File: config.mk
export PLATFORM = sky130hd
export DESIGN_NAME = prefetch_buffer
export DESIGN_NICKNAME = d
export VERILOG_FILES = /design/src/rtl/prefetch_buffer.sv
export SDC_FILE = /design/constraint.sdc
export NUM_CORES = 1
export LEC_CHECK = 0
export CORE_UTILIZATION = 30
export CTS_CLUSTER_DIAMETER = 60
export DETAILED_ROUTE_END_ITERATION = 8
export GPL_TIMING_DRIVEN = 1
export PLACE_DENSITY = 0.49
export SLEW_MARGIN = 15
export SYNTH_ARGS = -nofsm -noshare
export SYNTH_HDL_FRONTEND = slang
export SYNTH_SLANG_ARGS = --single-unit
File: constraint.sdc
create_clock -name clk -period 7.8 [get_ports clk]
set_clock_uncertainty 0.2 [all_clocks]
set_input_delay 1.56 -clock clk [delete_from_list [all_inputs] [get_ports clk]]
set_output_delay 1.56 -clock clk [all_outputs]
set_load 0.05 [all_outputs]
File: src/rtl/prefetch_buffer.sv
`default_nettype none
// ============================================================================
//  Module   : prefetch_buffer
//  Purpose  : Instruction prefetch queue. Issues pipelined word reads to the
//             memory controller (response arrives one cycle after request),
//             buffers DEPTH tagged entries and presents the oldest one to
//             decode. A branch/flush from execute discards everything and
//             restarts fetch at the new address.
//  Revision : 1.0 - initial release
// ----------------------------------------------------------------------------
//  Parameters
//    DEPTH       number of buffered entries (power of two, >= 2)
//  Ports
//    clk         clock, all state on rising edge
//    n_reset     asynchronous active-low reset
//    write_pc_i  flush request; restarts fetch at pc_i
//    pc_i        new fetch word address
//    addr        word address to memory controller
//    trans       transfer type: 00 IDLE, 10 NSEQ, 11 SEQ
//    rdata       read data, valid the cycle after a request
//    abort       memory abort, qualifies rdata
//    ready_i     decode accepts head entry
//    valid_o     head entry present
//    instr_o     head instruction word
//    pc_o        word address of head instruction
//    abort_o     head entry aborted
//    count_o     number of entries held
//  Build option
//    PREFETCH_ABORT_EN  when defined, abort is stored per entry and shown on
//                       abort_o; otherwise abort is ignored and abort_o = 0.
// ============================================================================
module prefetch_buffer #(
   parameter int DEPTH = 4
) (
   input  logic                     clk,
   input  logic                     n_reset,
   input  logic                     write_pc_i,
   input  logic [31:0]              pc_i,
   output logic [31:0]              addr,
   output logic [1:0]               trans,
   input  logic [31:0]              rdata,
   input  logic                     abort,
   input  logic                     ready_i,
   output logic                     valid_o,
   output logic [31:0]              instr_o,
   output logic [31:0]              pc_o,
   output logic                     abort_o,
   output logic [$clog2(DEPTH):0]   count_o
);

   localparam int c_PTR_W = $clog2(DEPTH);
   localparam int c_CNT_W = c_PTR_W + 1;
   localparam logic [c_CNT_W:0] c_DEPTH_EXT = (c_CNT_W + 1)'(DEPTH);

   typedef enum logic [1:0] {
      S_FETCH = 2'b00,
      S_FULL  = 2'b01,
      S_FLUSH = 2'b10
   } state_t;

   state_t               r_state;
   state_t               w_state_next;

   logic                 r_en;          // low until the first edge after reset
   logic [31:0]          r_addr;
   logic                 r_pend;        // a request was issued last cycle
   logic [31:0]          r_pend_addr;   // tag of that request
   logic [c_PTR_W-1:0]   r_wptr;
   logic [c_PTR_W-1:0]   r_rptr;
   logic [c_CNT_W-1:0]   r_count;

   logic [31:0]          r_instr_mem [DEPTH];
   logic [31:0]          r_pc_mem    [DEPTH];

   logic                 w_issue;
   logic                 w_pend_next;
   logic                 w_push;
   logic                 w_pop;
   logic [c_CNT_W-1:0]   w_count_next;
   logic [c_CNT_W:0]     w_sum_next;

   // A flush outranks both the response capture and the decode pop.
   assign w_push       = r_pend && !write_pc_i;
   assign w_pop        = valid_o && ready_i && !write_pc_i;
   assign w_count_next = r_count + c_CNT_W'(w_push) - c_CNT_W'(w_pop);

   // ------------------------------------------------------------------------
   // FSM: state register
   // ------------------------------------------------------------------------
   always_ff @(posedge clk or negedge n_reset) begin
      if (!n_reset) begin
         r_state <= S_FETCH;
      end else begin
         r_state <= w_state_next;
      end
   end

   // ------------------------------------------------------------------------
   // FSM: next state and bus outputs
   // The gating decision for the next cycle is made from next-cycle occupancy
   // (entries + in-flight request), so FULL always means "no room" and FETCH
   // always has room for one more response.
   // ------------------------------------------------------------------------
   always_comb begin
      w_issue      = 1'b0;
      trans        = 2'b00;
      w_pend_next  = 1'b0;
      w_sum_next   = '0;
      w_state_next = r_state;

      if (r_en && (r_state != S_FULL)) begin
         w_issue = 1'b1;
         // back-to-back requests are sequential; anything else starts anew
         trans   = r_pend ? 2'b11 : 2'b10;
      end

      w_pend_next = w_issue && !write_pc_i;
      w_sum_next  = {1'b0, w_count_next} + (c_CNT_W + 1)'(w_pend_next);

      if (write_pc_i) begin
         w_state_next = S_FLUSH;
      end else if (w_sum_next < c_DEPTH_EXT) begin
         w_state_next = S_FETCH;
      end else begin
         w_state_next = S_FULL;
      end
   end

   // ------------------------------------------------------------------------
   // Fetch address, in-flight tracking, pointers and occupancy
   // ------------------------------------------------------------------------
   always_ff @(posedge clk or negedge n_reset) begin
      if (!n_reset) begin
         r_en        <= 1'b0;
         r_addr      <= '0;
         r_pend      <= 1'b0;
         r_pend_addr <= '0;
         r_wptr      <= '0;
         r_rptr      <= '0;
         r_count     <= '0;
      end else begin
         r_en <= 1'b1;
         if (write_pc_i) begin
            // dropping r_pend discards the response of this cycle's request
            r_addr  <= pc_i;
            r_pend  <= 1'b0;
            r_wptr  <= '0;
            r_rptr  <= '0;
            r_count <= '0;
         end else begin
            if (w_issue) begin
               r_addr      <= r_addr + 32'd1;
               r_pend_addr <= r_addr;
            end
            r_pend <= w_issue;
            if (w_push) begin
               r_wptr <= r_wptr + c_PTR_W'(1);
            end
            if (w_pop) begin
               r_rptr <= r_rptr + c_PTR_W'(1);
            end
            r_count <= w_count_next;
         end
      end
   end

   // Entry storage needs no reset: occupancy alone decides what is visible.
   always_ff @(posedge clk) begin
      if (w_push) begin
         r_instr_mem[r_wptr] <= rdata;
         r_pc_mem[r_wptr]    <= r_pend_addr;
      end
   end

   assign addr    = r_addr;
   assign count_o = r_count;
   assign valid_o = (r_count != '0);
   // Head fields are forced to zero while empty so stale entries never leak.
   assign instr_o = valid_o ? r_instr_mem[r_rptr] : 32'd0;
   assign pc_o    = valid_o ? r_pc_mem[r_rptr]    : 32'd0;

`ifdef PREFETCH_ABORT_EN
   logic r_abort_mem [DEPTH];

   always_ff @(posedge clk) begin
      if (w_push) begin
         r_abort_mem[r_wptr] <= abort;
      end
   end

   assign abort_o = valid_o ? r_abort_mem[r_rptr] : 1'b0;
`else
   logic w_unused_abort;

   assign w_unused_abort = abort;
   assign abort_o        = 1'b0;
`endif

endmodule
`default_nettype wire

==> qor.txt, run 1 <==
Worst path cell trace: buf_4, mux4_2, and2_1, clkdlybuf4s50_1
Most common cell in the netlist: edfxtp_1
Top cell type by total area after synthesis: edfxtp_1
Min-Delay Path Class: reg2reg
Area delta synth->final: 27.75%
Max Slew Vio Count: 0
CP required: 6040 ps
Sequential share of the synthesized area: 0.7240
Share of cells above drive strength 1: 0.1498
Total Power: 5.784 mW
Warnings, synthesis: 0
Die Width: 211.8 um
DR pass1 iterations: 5
Design area: 16,880 sq um
Syn Nets: 881
Drt drc: 0
Critical path launch point: r_rptr[0]
# H-tree levels: 2
Synth Area per Inst: 16.43 sq um
Crit Reg-Reg Startpoint: count_o[1]
Hold-critical path depth: 0
Min-delay src: r_pend_addr[10]
Setup TNS: 0 ps
Worst path top cell family by delay: buffers and inverters
RePlAce Congestion: 0.7219
Root Driver: clkbuf_16
Worst R2R Setup Slack: 4140 ps
Initial antenna violation count: 2
TritonCTS clock tree: yes
Post-detailed-route count of antenna-violating nets: 0
Post-synthesis async set-or-reset flop share: 0.2266
Hold endpoint: r_pc_mem[3][10]
Dpl cell area: 15,540 sq um
RSZ-0062 raised after global routing: no
IO Port Bufs: 169
Site Rows: 76
Hold Vio Cnt, Final: 0
Most used DFF post-synth: edfxtp_1
1st-iter DRT viols: 359
Distinct cells, synth: 39
Crit-path slowest cell: clkdlybuf4s50_1
Initial core utilization: 0.3053
Critical Path Sink Type: primary output
Vias: 7,343
Synth top area cells: edfxtp_1 58%, dfrtp_1 14%, mux4_2 11%
Reg2reg path depth: 12
Die area: 44,880 sq um
Status: completed
PD cells: 342.7 nW/um^2
# setup viols final: 0
Via/cell ratio: 4.589
CP startpoint kind: register
Worst vdd ir: 147.7 uV
Final nets: 1,060
Max incr delay on CP: 750 ps
Critical path buffers and inverters: 2
CP Max Fanout: 28
Core area: 43,270 sq um
# hold bufs at CTS: 0
Routed WL: 31,930 um
Top cells by instance count after synthesis: 256 x edfxtp_1, 130 x nand2_1, 75 x dfrtp_1
Top-area cell type share of the netlist area: 0.5819
First-pass GRT wire length: 48,600 um
N_diodes: 0
Overall Global Routing Usage: 0.1466
Die Span Y: 211.8 um
Fmax: 0.1962 GHz
Flops & latches, synth: 331
Final period utilization: 0.6533
Clock sink total: 331
# Max-Cap Violations: 0
Clock Pin Slew Worst Setup and Hold Paths: 60 ps
Worst Tran Pin Value: 1060 ps
Vias in the first global route: 7,841
Cells after synthesis: 804
CTS buffer count: 41
Post-DP HPWL: 18,730 um
Largest net degree at the start of global routing: 70
Synth Cell Area: 13,210 sq um
Final core utilization: 0.3901
Post-layout min period: 5096 ps
Later-pin clock latency in the skew report: 550 ps
Total grt overflow: 0
Postcts setup bufs: 0
Fill count: 4,056
IO Count: 172
Longest Clk Path Bufs: 3
Number of flops mapped to enable cells by yosys: 256
Final hold slack: 314.1 ps
Post-cts resize count: 0
Leakage power: 5.780 nW
CP Data Arrival Time: 3340 ps
Slew margin rel.: 0.2890
Setup Crit Path Kind: reg2out
Capture point of the worst reg-to-reg path: r_state[0]
WL/cell: 19.95 um
[layer usage]
metal	up-vias	routed length [um]	global-route usage
li1	3354	-	-
met1	3730	14270	0.1934
met2	198	15100	0.2342
met3	57	1821	0.03738
met4	4	708	0.05072
met5	-	29	0
[worst max-delay path by stage]
stage,to,slack (ps),cells past startpoint
2_1_floorplan,r_instr_mem[0][0],3680,3
3_3_place_gp,pc_o[8],3150,4
3_5_place_dp,pc_o[8],3150,4
4_1_cts,pc_o[8],2550,4
5_1_grt,pc_o[5],2450,4
6_report,pc_o[0],2700,4
[stage by stage]
step	std cells	setup WS, ps
final	1600	2704
after global routing	1600	2451
after CTS	1600	2553
after detailed placement	1525	3155
after global placement	1525	3151
after floorplan	804	3683
[registers in the layout (all words and copies together) (netlist names), 2 cells and up]
| signal | flops |
|---|---|
| r_pend_addr | 32 |
| r_rptr | 2 |
| r_wptr | 2 |
| r_instr_mem | 128 |
| addr | 32 |
| count_o | 3 |
| r_state | 2 |
| r_pc_mem | 128 |
[kinds of logic (layout without fill, tap and decap cells)]
logic type / Yosys count / in the layout / share of synthesized area
mux: 66 / 66 / 0.1106
flops: 331 / 331 / 0.7240
fa+ha+maj: 8 / 8 / 0.008145
buf+inv: 56 / 267 / 0.01781
xor+xnor: 32 / 32 / 0.02122
simple gates: 268 / 268 / 0.1013
other cells: 2 / 2 / 0.0005685
compound gates: 41 / 41 / 0.01639
[where the power goes]
part	internal, mW	switching (mW)
sequential	2.04	0.121
combinational	0.641	1.11
clock	1.14	0.729
total	3.82	1.96
[cell usage in the layout (no fill, tap or decap), types with 2 or more instances in the layout]
| master | count |
|---|---|
| nor3_1 | 6 |
| clkbuf_16 | 43 |
| nor2b_1 | 4 |
| mux2i_1 | 2 |
| and3_1 | 5 |
| clkinv_1 | 5 |
| nor4_1 | 14 |
| mux4_2 | 64 |
| bufinv_16 | 4 |
| xor2_1 | 6 |
| ha_1 | 7 |
| inv_1 | 11 |
| clkbuf_1 | 11 |
| nand3_1 | 8 |
| dfrtp_4 | 2 |
| nor2_1 | 11 |
| nand4_1 | 5 |
| clkinvlp_4 | 4 |
| dfrtp_1 | 73 |
| clkinv_2 | 6 |
| nand2b_1 | 2 |
| conb_1 | 2 |
| and2_4 | 4 |
| a31oi_1 | 3 |
| and2_1 | 65 |
| clkinv_4 | 2 |
| o21ai_0 | 35 |
| buf_4 | 12 |
| clkdlybuf4s50_1 | 167 |
| nand2_1 | 130 |
| edfxtp_1 | 256 |
| xnor2_1 | 26 |
| nand4_2 | 2 |
| or3_1 | 4 |
[final cells by class]
class / count / area (sq um) / area share
clock inverters: 21 / 221.5 / 0.01312
flip-flops and latches: 331 / 9572 / 0.5672
clock buffers: 54 / 1117 / 0.06621
multi-input cells: 417 / 3422 / 0.2028
repair buffers: 180 / 1767 / 0.1047
well taps: 585 / 732.0 / 0.04337
inverters: 12 / 45.04 / 0.002669
Note: power is estimated with default switching activity, not from simulation.
==> inputs of run 2 (changes only) <==
Clock period 7.8 ns to 5 ns, I/O delays scaled along.
==> qor.txt, run 2 (same netlist as run 1, synthesis figures left out) <==
Routed WL: 31,470 um
Post-cts resize count: 0
Clock sink total: 331
# hold bufs at CTS: 0
CP required: 3800 ps
Post-detailed-route count of antenna-violating nets: 0
Largest net degree at the start of global routing: 51
Reg2reg path depth: 11
Placed cell count: 1,530
Post-DP HPWL: 19,120 um
Postcts setup bufs: 0
RSZ-0062 raised after global routing: no
Site Rows: 76
Min-Delay Path Class: in2async
Later-pin clock latency in the skew report: 540 ps
CTS buffer count: 40
Longest Clk Path Bufs: 3
CP Data Arrival Time: 3100 ps
Die area: 44,880 sq um
Leakage power: 5.801 nW
Setup Crit Path Kind: reg2out
Final nets: 1,064
Hold Vio Cnt, Final: 0
Slew margin rel.: 0.2454
Commonest non-fill, non-tap cell in the layout: edfxtp_1
Die Width: 211.8 um
Setup TNS: 0 ps
IO Count: 172
First-pass GRT wire length: 48,130 um
1st-iter DRT viols: 341
CP startpoint kind: register
Fill count: 4,036
DR pass1 iterations: 4
Clock Pin Slew Worst Setup and Hold Paths: 60 ps
Fmax: 0.2323 GHz
Non-filler instance count after layout: 1,601
PD cells: 527.3 nW/um^2
Via/cell ratio: 4.511
IO Port Bufs: 169
Worst Tran Pin Value: 1131 ps
Initial antenna violation count: 3
Critical Path Sink Type: primary output
Post-layout min period: 4304 ps
TritonCTS clock tree: yes
Top Registers: r_instr_mem: 128 flops, r_pc_mem: 128 flops
Die Span Y: 211.8 um
Max Slew Vio Count: 0
WL/cell: 19.66 um
Final period utilization: 0.8608
Area occupied by multi-input gates: 3422 sq um
Core area: 43,270 sq um
Register cell area after layout: 9572 sq um
Share of cells above drive strength 1: 0.1527
Worst vdd ir: 207.7 uV
# H-tree levels: 2
Initial core utilization: 0.3053
Area delta synth->final: 27.89%
Total grt overflow: 0
# setup viols final: 0
RePlAce Congestion: 0.7083
CP Max Fanout: 36
Status: completed
Drt drc: 0
Root Driver: clkbuf_16
Most frequent cells in the layout: 256 x edfxtp_1, 167 x clkdlybuf4s50_1, 130 x nand2_1
Vias in the first global route: 7,607
Vias: 7,222
# Max-Cap Violations: 0
Overall Global Routing Usage: 0.1462
[run 2: cell count changes in the layout (fill, tap and decap cells not counted), sizes merged]
cell / change
clkbuf: -3
buf: +5
diode: +1
bufinv: -2
clkinvlp: -2
clkinv: +2
[run 2: critical path, cell delays in order (launching register included)]
cell	delay [ps]
dfrtp_1	410
or3_2	840
buf_4	390
and2_1	180
clkdlybuf4s50_1	720
[run 2: path summary, 6_finish.rpt]
path / endpoint / start / slack [ps]
max in group asynchronous: r_pend_addr[0] / n_reset / 3420
max: instr_o[31] / count_o[1] / 700
min: addr[14] / n_reset / 260
max reg2reg: r_state[0] / count_o[1] / 1640
min in group clk: r_pc_mem[0][18] / r_pend_addr[18] / 310
min reg2reg: r_pc_mem[0][18] / r_pend_addr[18] / 310
[run 2: final cells by class]
type,count,share of cell area
Multi-Input combinational cell,417,0.2025
Tap cell,585,0.04332
Sequential cell,331,0.5665
Timing Repair Buffer,185,0.1090
Inverter,12,0.002666
Clock inverter,19,0.009776
Antenna cell,1,0.0001481
Clock buffer,51,0.06599
[run 2: where the power goes]
group	leakage [nW]	internal (mW)	switching, mW
clock	0.623	1.68	1.12
sequential	3.25	3.17	0.195
combinational	1.93	1.02	1.72
[run 2: routing by layer]
metal	part of all wire	vias up	global-route usage	wire, um
met2	0.47	193	0.2338	14780
met5	0.00099	-	0	31
met1	0.44	3612	0.1924	13890
met3	0.069	50	0.04094	2161
met4	0.020	4	0.04548	616
li1	-	3363	-	-
[run 2: metrics by stage]
| step | power (mW) | setup WS, ps | hold WS [ps] | utilization | cell area [sq um] |
|---|---|---|---|---|---|
| after floorplan | 5.216 | 1443 | 275.8 | - | 13210 |
| after CTS | 9.085 | 536.6 | 265.9 | 0.3904 | 16890 |
| after global routing | 9.324 | 472.3 | 293.3 | 0.3904 | 16890 |
| final | 8.909 | 696.0 | 260.9 | 0.3905 | 16900 |
| after detailed placement | 6.248 | 1152 | 299.8 | 0.3608 | 15610 |
| after global placement | 6.235 | 1167 | 297.8 | 0.3608 | 15610 |
